==> config.mk <==
export PLATFORM = sky130hd
export DESIGN_NAME = left_shift_pipe
export DESIGN_NICKNAME = d
export VERILOG_FILES = /design/src/rtl/left_shift_pipe.sv
export SDC_FILE = /design/constraint.sdc
export NUM_CORES = 1
export LEC_CHECK = 0
export ABC_AREA = 1
export BUFFER_PORTS_ARGS = -buffer_cell sky130_fd_sc_hd__buf_2
export CAP_MARGIN = 20
export CORE_MARGIN = 2
export CORE_UTILIZATION = 60
export DETAILED_ROUTE_END_ITERATION = 6
export GPL_TIMING_DRIVEN = 0
export PLACE_DENSITY = 0.8
export SYNTH_ARGS = -nofsm -noshare
export SYNTH_HDL_FRONTEND = slang
export SYNTH_SLANG_ARGS = --single-unit
==> constraint.sdc <==
create_clock -name clock -period 7 [get_ports clock]
set_input_delay 0.7 -clock clock [delete_from_list [all_inputs] [get_ports clock]]
set_output_delay 0.7 -clock clock [all_outputs]
set_load 0.05 [all_outputs]
==> src/rtl/left_shift_pipe.sv <==
// ---------------------------------------------------------------------------
// left_shift_pipe
//
// Pipelined 32-bit logical left barrel shifter. The shift is split into five
// registered stages (16, 8, 4, 2, 1). Each stage shifts combinationally in
// front of its register when its amount bit is set. The pipe gives one result
// per cycle and has a latency of five cycles. It reports whether any 1 bit was
// shifted out (lost_out). It also reports whether the signed result differs
// from data_in * 2^amt (ovf_out). A caller tag travels with each operation.
//
// Handshake: per-stage advance with bubble collapse. The ready chain is
// combinational from out_ready back to in_ready. Valid is purely registered.
//
// Ports
//   clock      in   rising-edge clock
//   reset      in   asynchronous, active-high; empties the pipe
//   in_valid   in   request present on data_in / amt_in / tag_in
//   in_ready   out  stage 1 can accept this cycle
//   data_in    in   32-bit operand
//   amt_in     in   5-bit unsigned shift amount
//   tag_in     in   opaque tag, returned unchanged
//   out_valid  out  result present on the output ports
//   out_ready  in   consumer accepts the result
//   data_out   out  data_in << amt_in, zero filled
//   lost_out   out  a 1 bit was shifted out of bit 31
//   ovf_out    out  signed overflow
//   tag_out    out  tag of the result
// ---------------------------------------------------------------------------
module left_shift_pipe #(
  parameter int TAG_W = 4
) (
  input  logic             clock,
  input  logic             reset,
  input  logic             in_valid,
  output logic             in_ready,
  input  logic [31:0]      data_in,
  input  logic [4:0]       amt_in,
  input  logic [TAG_W-1:0] tag_in,
  output logic             out_valid,
  input  logic             out_ready,
  output logic [31:0]      data_out,
  output logic             lost_out,
  output logic             ovf_out,
  output logic [TAG_W-1:0] tag_out
);

  localparam int N_STAGES = 5;

  // Stage registers, indexed 1..5 (S1 nearest the input).
  logic             v_q    [1:N_STAGES];
  logic [31:0]      data_q [1:N_STAGES];
  logic [4:0]       amt_q  [1:N_STAGES];
  logic             lost_q [1:N_STAGES];
  logic             sign_q [1:N_STAGES];
  logic             mism_q [1:N_STAGES];
  logic [TAG_W-1:0] tag_q  [1:N_STAGES];

  // Values presented to the front of each stage.
  logic             src_v    [1:N_STAGES];
  logic [31:0]      src_data [1:N_STAGES];
  logic [4:0]       src_amt  [1:N_STAGES];
  logic             src_lost [1:N_STAGES];
  logic             src_sign [1:N_STAGES];
  logic             src_mism [1:N_STAGES];
  logic [TAG_W-1:0] src_tag  [1:N_STAGES];

  // Next-state values after this stage's conditional shift.
  logic [31:0]      nxt_data [1:N_STAGES];
  logic             nxt_lost [1:N_STAGES];
  logic             nxt_mism [1:N_STAGES];

  logic             load     [1:N_STAGES];

  // Stage 1 takes the request. Stage k takes stage k-1. The sign is captured
  // once from the original operand and never recomputed.
  always_comb begin
    src_v[1]    = in_valid;
    src_data[1] = data_in;
    src_amt[1]  = amt_in;
    src_lost[1] = 1'b0;
    src_sign[1] = data_in[31];
    src_mism[1] = 1'b0;
    src_tag[1]  = tag_in;
    for (int k = 2; k <= N_STAGES; k++) begin
      src_v[k]    = v_q[k-1];
      src_data[k] = data_q[k-1];
      src_amt[k]  = amt_q[k-1];
      src_lost[k] = lost_q[k-1];
      src_sign[k] = sign_q[k-1];
      src_mism[k] = mism_q[k-1];
      src_tag[k]  = tag_q[k-1];
    end
  end

  // Conditional shift per stage. Bits pushed past bit 31 land in the upper
  // half of a 64-bit intermediate. Those bits feed the lost flag. They also
  // feed the mismatch flag, which is set when any of them differs from the
  // sign. Bits that match the sign are what a signed multiply would discard
  // legitimately.
  always_comb begin
    logic [63:0] wide;
    logic [31:0] out_bits;
    logic [31:0] fill;
    int          sh;
    // NOTE: every combinational output gets a default before any condition,
    // so no path leaves it unassigned and no latch is inferred.
    wide     = '0;
    out_bits = '0;
    fill     = '0;
    sh       = 0;
    for (int k = 1; k <= N_STAGES; k++) begin
      sh       = 1 << (N_STAGES - k);
      wide     = {32'h0, src_data[k]} << sh;
      fill     = src_sign[k] ? ((32'h1 << sh) - 32'h1) : 32'h0;
      out_bits = '0;
      if (src_amt[k][N_STAGES-k]) begin
        nxt_data[k] = wide[31:0];
        out_bits    = wide[63:32];
      end else begin
        nxt_data[k] = src_data[k];
        fill        = '0;
      end
      nxt_lost[k] = src_lost[k] | (|out_bits);
      nxt_mism[k] = src_mism[k] | (|(out_bits ^ fill));
    end
  end

  // Ready chain: a stage may load when it is empty or its contents move on.
  // A bubble anywhere downstream therefore lets the input side advance.
  always_comb begin
    load[N_STAGES] = !v_q[N_STAGES] || out_ready;
    for (int k = N_STAGES - 1; k >= 1; k--) begin
      load[k] = !v_q[k] || load[k+1];
    end
  end

  assign in_ready = load[1];

  // NOTE: all state, including the data fields of every stage, is cleared on
  // reset. This makes the outputs read zero the moment reset asserts.
  always_ff @(posedge clock or posedge reset) begin
    if (reset) begin
      for (int k = 1; k <= N_STAGES; k++) begin
        v_q[k]    <= 1'b0;
        data_q[k] <= '0;
        amt_q[k]  <= '0;
        lost_q[k] <= 1'b0;
        sign_q[k] <= 1'b0;
        mism_q[k] <= 1'b0;
        tag_q[k]  <= '0;
      end
    end else begin
      // NOTE: non-blocking assignments let every stage sample the pre-edge
      // value of its upstream neighbour, so the pipe moves exactly one step.
      for (int k = 1; k <= N_STAGES; k++) begin
        if (load[k]) begin
          v_q[k] <= src_v[k];
          // Payload is only sampled when something valid arrives. An emptied
          // stage keeps its stale payload, which nobody observes.
          if (src_v[k]) begin
            data_q[k] <= nxt_data[k];
            amt_q[k]  <= src_amt[k];
            lost_q[k] <= nxt_lost[k];
            sign_q[k] <= src_sign[k];
            mism_q[k] <= nxt_mism[k];
            tag_q[k]  <= src_tag[k];
          end
        end
      end
    end
  end

  assign out_valid = v_q[N_STAGES];
  assign data_out  = data_q[N_STAGES];
  assign lost_out  = lost_q[N_STAGES];
  assign tag_out   = tag_q[N_STAGES];
  // A sign flip in the final result is also an overflow, even when every
  // discarded bit matched the sign.
  assign ovf_out   = mism_q[N_STAGES] | (data_q[N_STAGES][31] ^ sign_q[N_STAGES]);

endmodule

**Word-level counts from Yosys, hierarchy flattened**

Cells that the tools add are included.

- Multiplexer cells: 20
- Bitwise logic cells: 15
- Reduce and logical (&&, ||, !) cells: 25

Operators by type and width:

| kind | count |
|---|---|
| 32-bit OR reduction | 10 |
| 32-bit two-way mux | 5 |
| 32-bit bitwise XOR | 5 |
| 16-bit two-way mux | 3 |
| 8-bit two-way mux | 3 |
| 4-bit two-way mux | 3 |
| 2-bit AND reduction | 5 |
| 1-bit bitwise OR | 9 |
| 2-bit two-way mux | 3 |
| 1-bit logical NOT | 5 |
| 1-bit logical OR | 5 |
| 1-bit two-way mux | 3 |
| 1-bit bitwise XOR | 1 |

- Register bits: 210
- Output and inout port bits: 40
- Logic and storage cells: 94

**Depth between registers and ports, before layout**

Gate-level depths: netlist of the first run.

- Word-level depth: 7
- Depth in mapped cells: 10

**Worst setup path after synthesis of the first run**

No wires, ideal clock.

- Path kind: input -> register
- Start point: input amt_in[4]
- End point: register mism_q[4] (netlist bit)
- Setup time: 116 ps
- Arrival time: 1849 ps
- Data required time: 6884 ps
- Slack: 5035 ps
- Cell stages on the path: 10
- Cells stage by stage: buf_4 buf_4 buf_4 nand2_1 ha_1 nand3b_1 nor2_1 nand2_1 nand2_1 nand2_1

- Word-level cells in the longest chain between the ends: 3
- Elaborated cells between the ends (all ways): 4
- Those cells by class: 2 x mux; 1 x bitwise; 1 x reduce/logical

Ends and longest elaborated chain:

| what | RTL line | RTL |
|---|---|---|
| start: declaration | 37 | `input logic [4:0] amt_in,` |
| 16-bit two-way mux | 116 | `if (src_amt[k][N_STAGES-k]) begin` |
| 32-bit bitwise XOR * | 124 | `nxt_mism[k] = src_mism[k] \| (\|(out_bits ^ fill));` |
| 32-bit OR reduction * | 124 |  |
| end signal: indexed assignment | 165 | `mism_q[k] <= nxt_mism[k];` |
| end: declaration | 55 | `logic mism_q [1:N_STAGES];` |

Mark *: on every way between the ends. The rest lies on a longest branch, timed or not.
A chain may end at the register's enable or synchronous reset.

**Worst setup path in the final report of the first run**

- Start point: register v_q, in the netlist out_valid
- End point: output in_ready

- Word-level cells in the longest chain between the ends: 6

Ends and longest elaborated chain:

| what | RTL line | RTL |
|---|---|---|
| start: declaration | 50 | `logic v_q [1:N_STAGES];` |
| start signal: indexed assignment | 157 | `v_q[k] <= src_v[k];` |
| 1-bit logical NOT | 131 | `load[N_STAGES] = !v_q[N_STAGES] \|\| out_ready;` |
| 1-bit logical OR | 131 |  |
| 1-bit logical OR (4 in series) | 133 | `load[k] = !v_q[k] \|\| load[k+1];` |
| end: declaration | 35 | `output logic in_ready,` |

No other way between the ends.

==> impl_metrics.csv, run 1 <==
group,metric,value,unit
run_status,status,"finished clean",
timing,tightest_slew,642,ps
logic_synthesis,yosysTopAreaCellShare,0.533,
global_routing,grt_pass1_wl,36.6,mm
logic_synthesis,ys_seq_elements,210,
logic_synthesis,synthArstFlopShare,1.00,
logic_synthesis,synth_seq_area_share,0.533,
logic_synthesis,synthFlopType,"dfrtp_1",
clock_network,htree_levels,1,
detailed_routing,finalWirelength,21.6,mm
logic_synthesis,syn_area_per_cell,8.43,um^2
timing,fin_crit,2270,ps
detailed_routing,via_per_inst,5.29,
final_layout,fill_cells,1266,
critical_path,slowest_delay,340,ps
critical_path,crit_chain,"inv_1, nor2_4, nand4_4, inv_2, nand2_4, buf_2",
clock_network,cts_num_sinks,210,
min_path,worstHoldPathType,"in2async",
detailed_routing,drcViolationCount,0,
detailed_routing,vias,7971,
global_routing,grt-ovfl-total,0,
clock_network,clock_latency,500,ps
clock_network,ctsHoldBuffers,0,
die,start_util,0.616,
timing,fmax,0.440,GHz
place,placed_cell_area,10600,um^2
logic_synthesis,yosys_warnings,0,
timing,skew,6.56,ps
global_routing,track_usage,0.254,
logic_synthesis,synth-edff-count,0,
clock_network,clockRootBuffer,"clkbuf_16",
clock_network,cts_max_path_buffers,3,
critical_path,required,6300,ps
critical_path,cp.arrival,1570,ps
critical_path,end_kind,"output port",
die,fp.coreArea,16000,um^2
die,die_area,17500,um^2
final_layout,drive_gt1_frac,0.166,
die,io_pins,85,
critical_path,slowest_stage,"dfrtp_1",
global_routing,grt_pass1_vias,7816,
clock_network,post-cts-setup-buffer-count,0,
run,maxCapViolCount,0,
final_layout,area_growth,14.5,%
clock_network,cts_resized,0,
detailed_routing,dr.pass1.iters,6,
timing,max_slew_margin,0.572,
global_routing,grt_max_degree,120,
logic_synthesis,synth_top_area_cell,"dfrtp_1",
detailed_routing,ant_nets,0,
die,die_height,132,um
place,io_buffers,83,
power,total_leakage_power,5.53,nW
power,ir_drop,0.221,mV
critical_path,worst_setup_path_start_kind,"register",
timing,whs,281,ps
power,finalPower,4.79,mW
power,p_per_area,424,nW/um^2
timing,fin_crit_sh,0.325,
timing,setup_viol,0,
timing,setup-tns-final,0,ps
clock_network,cts_tree,"built",
place,routabilityCongestion,0.911,
clock_network,clkTransAtPathRegs,60,ps
final_layout,antenna-diode-count,0,
die,dieWidth,132,um
logic_synthesis,synth_nets,1215,
critical_path,critical_path_class,"reg2out",
global_routing,grt_antenna_before_repair,0,
critical_path,worstPathMaxFanout,4,
logic_synthesis,syn_inst,1169,
logic_synthesis,synth_cell_types,28,
final_layout,fin_nets,1323,
place,hpwlAfterDp,16.0,mm
logic_synthesis,syn-cell-area,9860,um^2
timing,rsz0062_at_grt,"no",
logic_synthesis,synth.area.top_cells,"dfrtp_1 53%, nand2_1 13%, o21ai_0 8.2%",
timing,hold_viol,0,
die,placementRows,46,
timing,finalMaxSlewViolations,0,
detailed_routing,routedWlPerCell,14.3,um
final_layout,final_cell_area,11300,um^2
clock_network,cts_buffers,22,
detailed_routing,drt_iter0_drc,506,
per-stage QoR:
step,std cells,setup slack [ps],util
final,1508,4730,0.706
after floorplan,1169,562,-
after global routing,1508,4630,0.706
after CTS,1508,4710,0.706
after global placement,1468,-1350,0.659
after detailed placement,1469,4810,0.661
synth_stat cells (4+ instances only):
library cell / count
o21ai_0: 162
buf_4: 35
o21ai_2: 15
o31ai_1: 21
inv_2: 4
buf_2: 31
dfrtp_1: 210
nor2_1: 63
inv_1: 108
o211ai_1: 56
nand3_1: 28
mux2i_1: 10
a31oi_1: 5
o21ai_1: 19
clkbuf_1: 28
buf_6: 6
nand2_1: 343
a21oi_1: 8
where the power goes:
group	leakage [nW]	total (mW)	internal [mW]	switching (mW)
sequential	2.62	1.87	1.62	0.245
clock	0.352	1.13	0.683	0.451
combinational	2.56	1.79	0.579	1.21
placed cells by master (no fill, tap or decap), drive strengths merged:
cell / count
buf: 160
clkinv: 4
nand3: 28
o31ai: 21
nand3b: 3
a21oi: 8
clkbuf: 62
inv: 113
nand2: 346
nor2: 64
o21ai: 196
ha: 1
bufinv: 1
o211ai: 56
dfrtp: 210
a31oi: 5
nand4: 1
nor3: 3
mux2i: 10
registers in the layout (all words and copies together), names as in the netlist:
| signal | cells |
|---|---|
| data_q | 128 |
| data_out | 32 |
| src_tag | 16 |
| amt_q | 10 |
| mism_q | 5 |
| sign_q | 5 |
| lost_q | 4 |
| src_v | 4 |
| tag_out | 4 |
| lost_out | 1 |
| out_valid | 1 |
final timing paths:
check | start | to | slack, ps | depth (start not counted)
setup / recovery | out_valid | in_ready | 4730 | 6
hold / removal | reset | data_q[112] | 280 | 2
setup reg to reg | out_valid | data_q[64] | 5390 | 8
max in group asynchronous | reset | sign_q[1] | 5780 | 3
min in group clock | amt_in[0] | amt_q[20] | 400 | 3
hold reg to reg | src_tag[5] | src_tag[1] | 470 | 2
metal layers:
layer  global-route usage  part of all wire  vias to the layer above
li1                     -                 -                     4000
met1                0.318              0.43                     3692
met2                0.455              0.49                      230
met3               0.0308             0.045                       49
met4               0.0920             0.034                        0
met5                    0                 0                        -
critical path, delay by kind of cell (launching register included):
| kind | cells | cell delay (ps) |
|---|---|---|
| buf+inv | 3 | 380 |
| simple gates | 3 | 350 |
| flops | 1 | 340 |
final cells by class:
cell class	count	area, um^2	share of cell area
Timing Repair Buffer	84	443	0.0392
Clock inverter	5	56.3	0.00499
Tap cell	216	270	0.0239
Inverter	113	432	0.0382
Buffer	104	617	0.0546
Multi-Input combinational cell	742	3560	0.315
Sequential cell	210	5260	0.465
Clock buffer	34	657	0.0582
cell families (layout without fill, tap and decap cells):
logic type | Yosys count | in the layout | synth area share
adder cells (fa/ha/maj) | 1 | 1 | 0.00127
multiplexers | 10 | 10 | 0.0102
buffers and inverters | 217 | 340 | 0.106
AND/OR/NAND/NOR | 445 | 445 | 0.179
flip-flops | 210 | 210 | 0.533
AO/OA/AOI/OAI | 286 | 286 | 0.171
Note: power is estimated with default switching activity, not from simulation.
==> inputs of run 2 (changes only) <==
--- a/config.mk
+++ b/config.mk
@@ -9,10 +9,10 @@
 export BUFFER_PORTS_ARGS = -buffer_cell sky130_fd_sc_hd__buf_2
 export CAP_MARGIN = 20
 export CORE_MARGIN = 2
-export CORE_UTILIZATION = 60
+export CORE_UTILIZATION = 54
 export DETAILED_ROUTE_END_ITERATION = 6
 export GPL_TIMING_DRIVEN = 0
-export PLACE_DENSITY = 0.8
+export PLACE_DENSITY = 0.76
 export SYNTH_ARGS = -nofsm -noshare
 export SYNTH_HDL_FRONTEND = slang
 export SYNTH_SLANG_ARGS = --single-unit
==> constraint.sdc (replaced) <==
create_clock -name clock -period 2 [get_ports clock]
set_input_delay 0.2 -clock clock [delete_from_list [all_inputs] [get_ports clock]]
set_output_delay 0.2 -clock clock [all_outputs]
set_load 0.05 [all_outputs]
==> run 2 against run 1 <==
Compared with the run above:
- sequential power rose to 3.5 times the previous value
- worst setup slack got worse by 4500 ps
- cell count rose by 2.7%
- sequential share of layout area fell by 1.3 points
- first-iteration DRC count fell by 2.0%
- wire length rose by 3.8%
- clock-buffer cell count fell by 5
- core utilization fell by 5.9 points
- combinational power rose to 3.5 times the previous value
- critical path depth did not move
- register-to-register slack got worse by 5000 ps
==> impl_metrics.csv, run 2 (synthesis gave the netlist of run 1 again) <==
group,metric,value,unit
timing,tightest_slew,476,ps
die,start_util,0.549,
critical_path,worst_setup_path_start_kind,"register",
detailed_routing,dr.pass1.iters,5,
power,total_leakage_power,5.66,nW
clock_network,cts_buffers,22,
critical_path,slowest_delay,350,ps
clock_network,cts_tree,"built",
detailed_routing,ant_nets,0,
final_layout,fill_cells,1463,
final_layout,final_cell_mix,"343 x nand2_1, 210 x dfrtp_1, 162 x o21ai_0",
critical_path,worstPathMaxFanout,4,
place,hpwlAfterDp,16.5,mm
min_path,worstHoldPathType,"in2reg",
critical_path,critical_path_class,"reg2out",
detailed_routing,finalWirelength,22.4,mm
clock_network,clockRootBuffer,"clkbuf_16",
timing,fmax,0.571,GHz
global_routing,track_usage,0.235,
timing,hold_viol,0,
power,ir_drop,1.13,mV
timing,finalMaxSlewViolations,0,
die,fp.coreArea,18000,um^2
run_status,status,"finished clean",
power,finalPower,16.9,mW
detailed_routing,routedWlPerCell,14.5,um
place,dp.cells,1486,
global_routing,grt_max_degree,45,
die,dieWidth,139,um
die,placementRows,49,
final_layout,antenna-diode-count,0,
timing,rsz0062_at_grt,"no",
global_routing,grt_pass1_wl,37.7,mm
die,io_pins,85,
final_layout,fin_cells,1548,
critical_path,end_kind,"output port",
global_routing,grt_antenna_before_repair,0,
clock_network,ctsHoldBuffers,22,
timing,skew,8.80,ps
clock_network,cts_resized,0,
run,maxCapViolCount,0,
clock_network,cts_max_path_buffers,3,
final_layout,fin_nets,1349,
clock_network,post-cts-setup-buffer-count,0,
global_routing,grt-ovfl-total,0,
global_routing,grt_pass1_vias,7962,
detailed_routing,via_per_inst,5.19,
detailed_routing,drt_iter0_drc,496,
critical_path,required,1800,ps
clock_network,clock_latency,500,ps
final_layout,layout_commonest_cell,"nand2_1",
final_layout,area_growth,17.8,%
die,die_height,139,um
detailed_routing,vias,8037,
clock_network,cts_num_sinks,210,
final_layout,drive_gt1_frac,0.168,
critical_path,cp.arrival,1550,ps
final_layout,top_register,"data_q",
place,io_buffers,83,
final_layout,largest_reg_flops,128,
power,p_per_area,1460,nW/um^2
clock_network,clkTransAtPathRegs,60,ps
critical_path,cp_num_buf_inv,3,
timing,setup_viol,0,
critical_path,crit_chain,"inv_1, nor2_4, nand4_4, inv_2, nand2_4, buf_2",
timing,setup-tns-final,0,ps
timing,whs,12.6,ps
detailed_routing,drcViolationCount,0,
critical_path,slowest_stage,"dfrtp_1",
timing,fin_crit,1750,ps
place,routabilityCongestion,0.877,
critical_path,critPathTopFamily,"buffers and inverters",
timing,fin_crit_sh,0.875,
timing,max_slew_margin,0.682,
clock_network,htree_levels,1,
die,die_area,19400,um^2
-- run 2: changes by cell type in the layout (fill, tap and decap cells not counted) --
| cell | change |
|---|---|
| buf_16 | -1 |
| dlygate4sd3_1 | +22 |
| inv_8 | -2 |
| clkbuf_1 | -3 |
| bufinv_16 | +1 |
| clkbuf_8 | -2 |
| clkinvlp_4 | +3 |
| clkinv_2 | +4 |
| buf_12 | +5 |
-- run 2: layout make-up --
| type | instances | area (um^2) | share of cell area |
|---|---|---|---|
| Sequential cell | 210 | 5260 | 0.453 |
| Multi-Input combinational cell | 742 | 3560 | 0.307 |
| Timing Repair Buffer | 110 | 736 | 0.0634 |
| Clock buffer | 29 | 618 | 0.0532 |
| Buffer | 104 | 617 | 0.0531 |
| Inverter | 113 | 428 | 0.0368 |
| Tap cell | 229 | 287 | 0.0247 |
| Clock inverter | 11 | 110 | 0.00948 |
-- run 2: report_power, final --
| group | switching (mW) | internal, mW | total, mW |
|---|---|---|---|
| Sequential | 0.853 | 5.68 | 6.53 |
| Combinational | 4.25 | 2.07 | 6.32 |
| Clock | 1.63 | 2.44 | 4.06 |
| Total | 6.73 | 10.2 | 16.9 |
-- run 2: tightest hold or removal path: stages --
cell and delay, ps:
buf_2 100, nor2_4 50, nand2_1 70, nand2_1 50
-- run 2: metrics by stage --
step,area [um^2],utilization,setup WS [ps]
after floorplan,9860,-,-928
after global placement,10600,0.588,-2040
after detailed placement,10700,0.594,339
after CTS,11600,0.646,219
after global routing,11600,0.646,137
final,11600,0.646,250
-- run 2: metal layers --
metal,wire length [um],GRT usage
met1,9780,0.300
met2,11000,0.419
met3,816,0.0235
met4,784,0.0872
met5,0,0
-- run 2: path summary, 6_finish.rpt --
| kind | startpoint | to | slack (ps) | depth (start not counted) |
|---|---|---|---|---|
| worst max-delay path | out_valid | in_ready | 250 | 6 |
| max in group asynchronous | reset | data_out[0] | 1020 | 5 |
| worst max register to register | out_valid | data_out[17] | 410 | 6 |
| min in group asynchronous | reset | data_q[101] | 220 | 3 |
| worst min-delay path | out_ready | src_v[0] | 10 | 4 |
| worst min register to register | amt_q[20] | amt_q[15] | 470 | 2 |
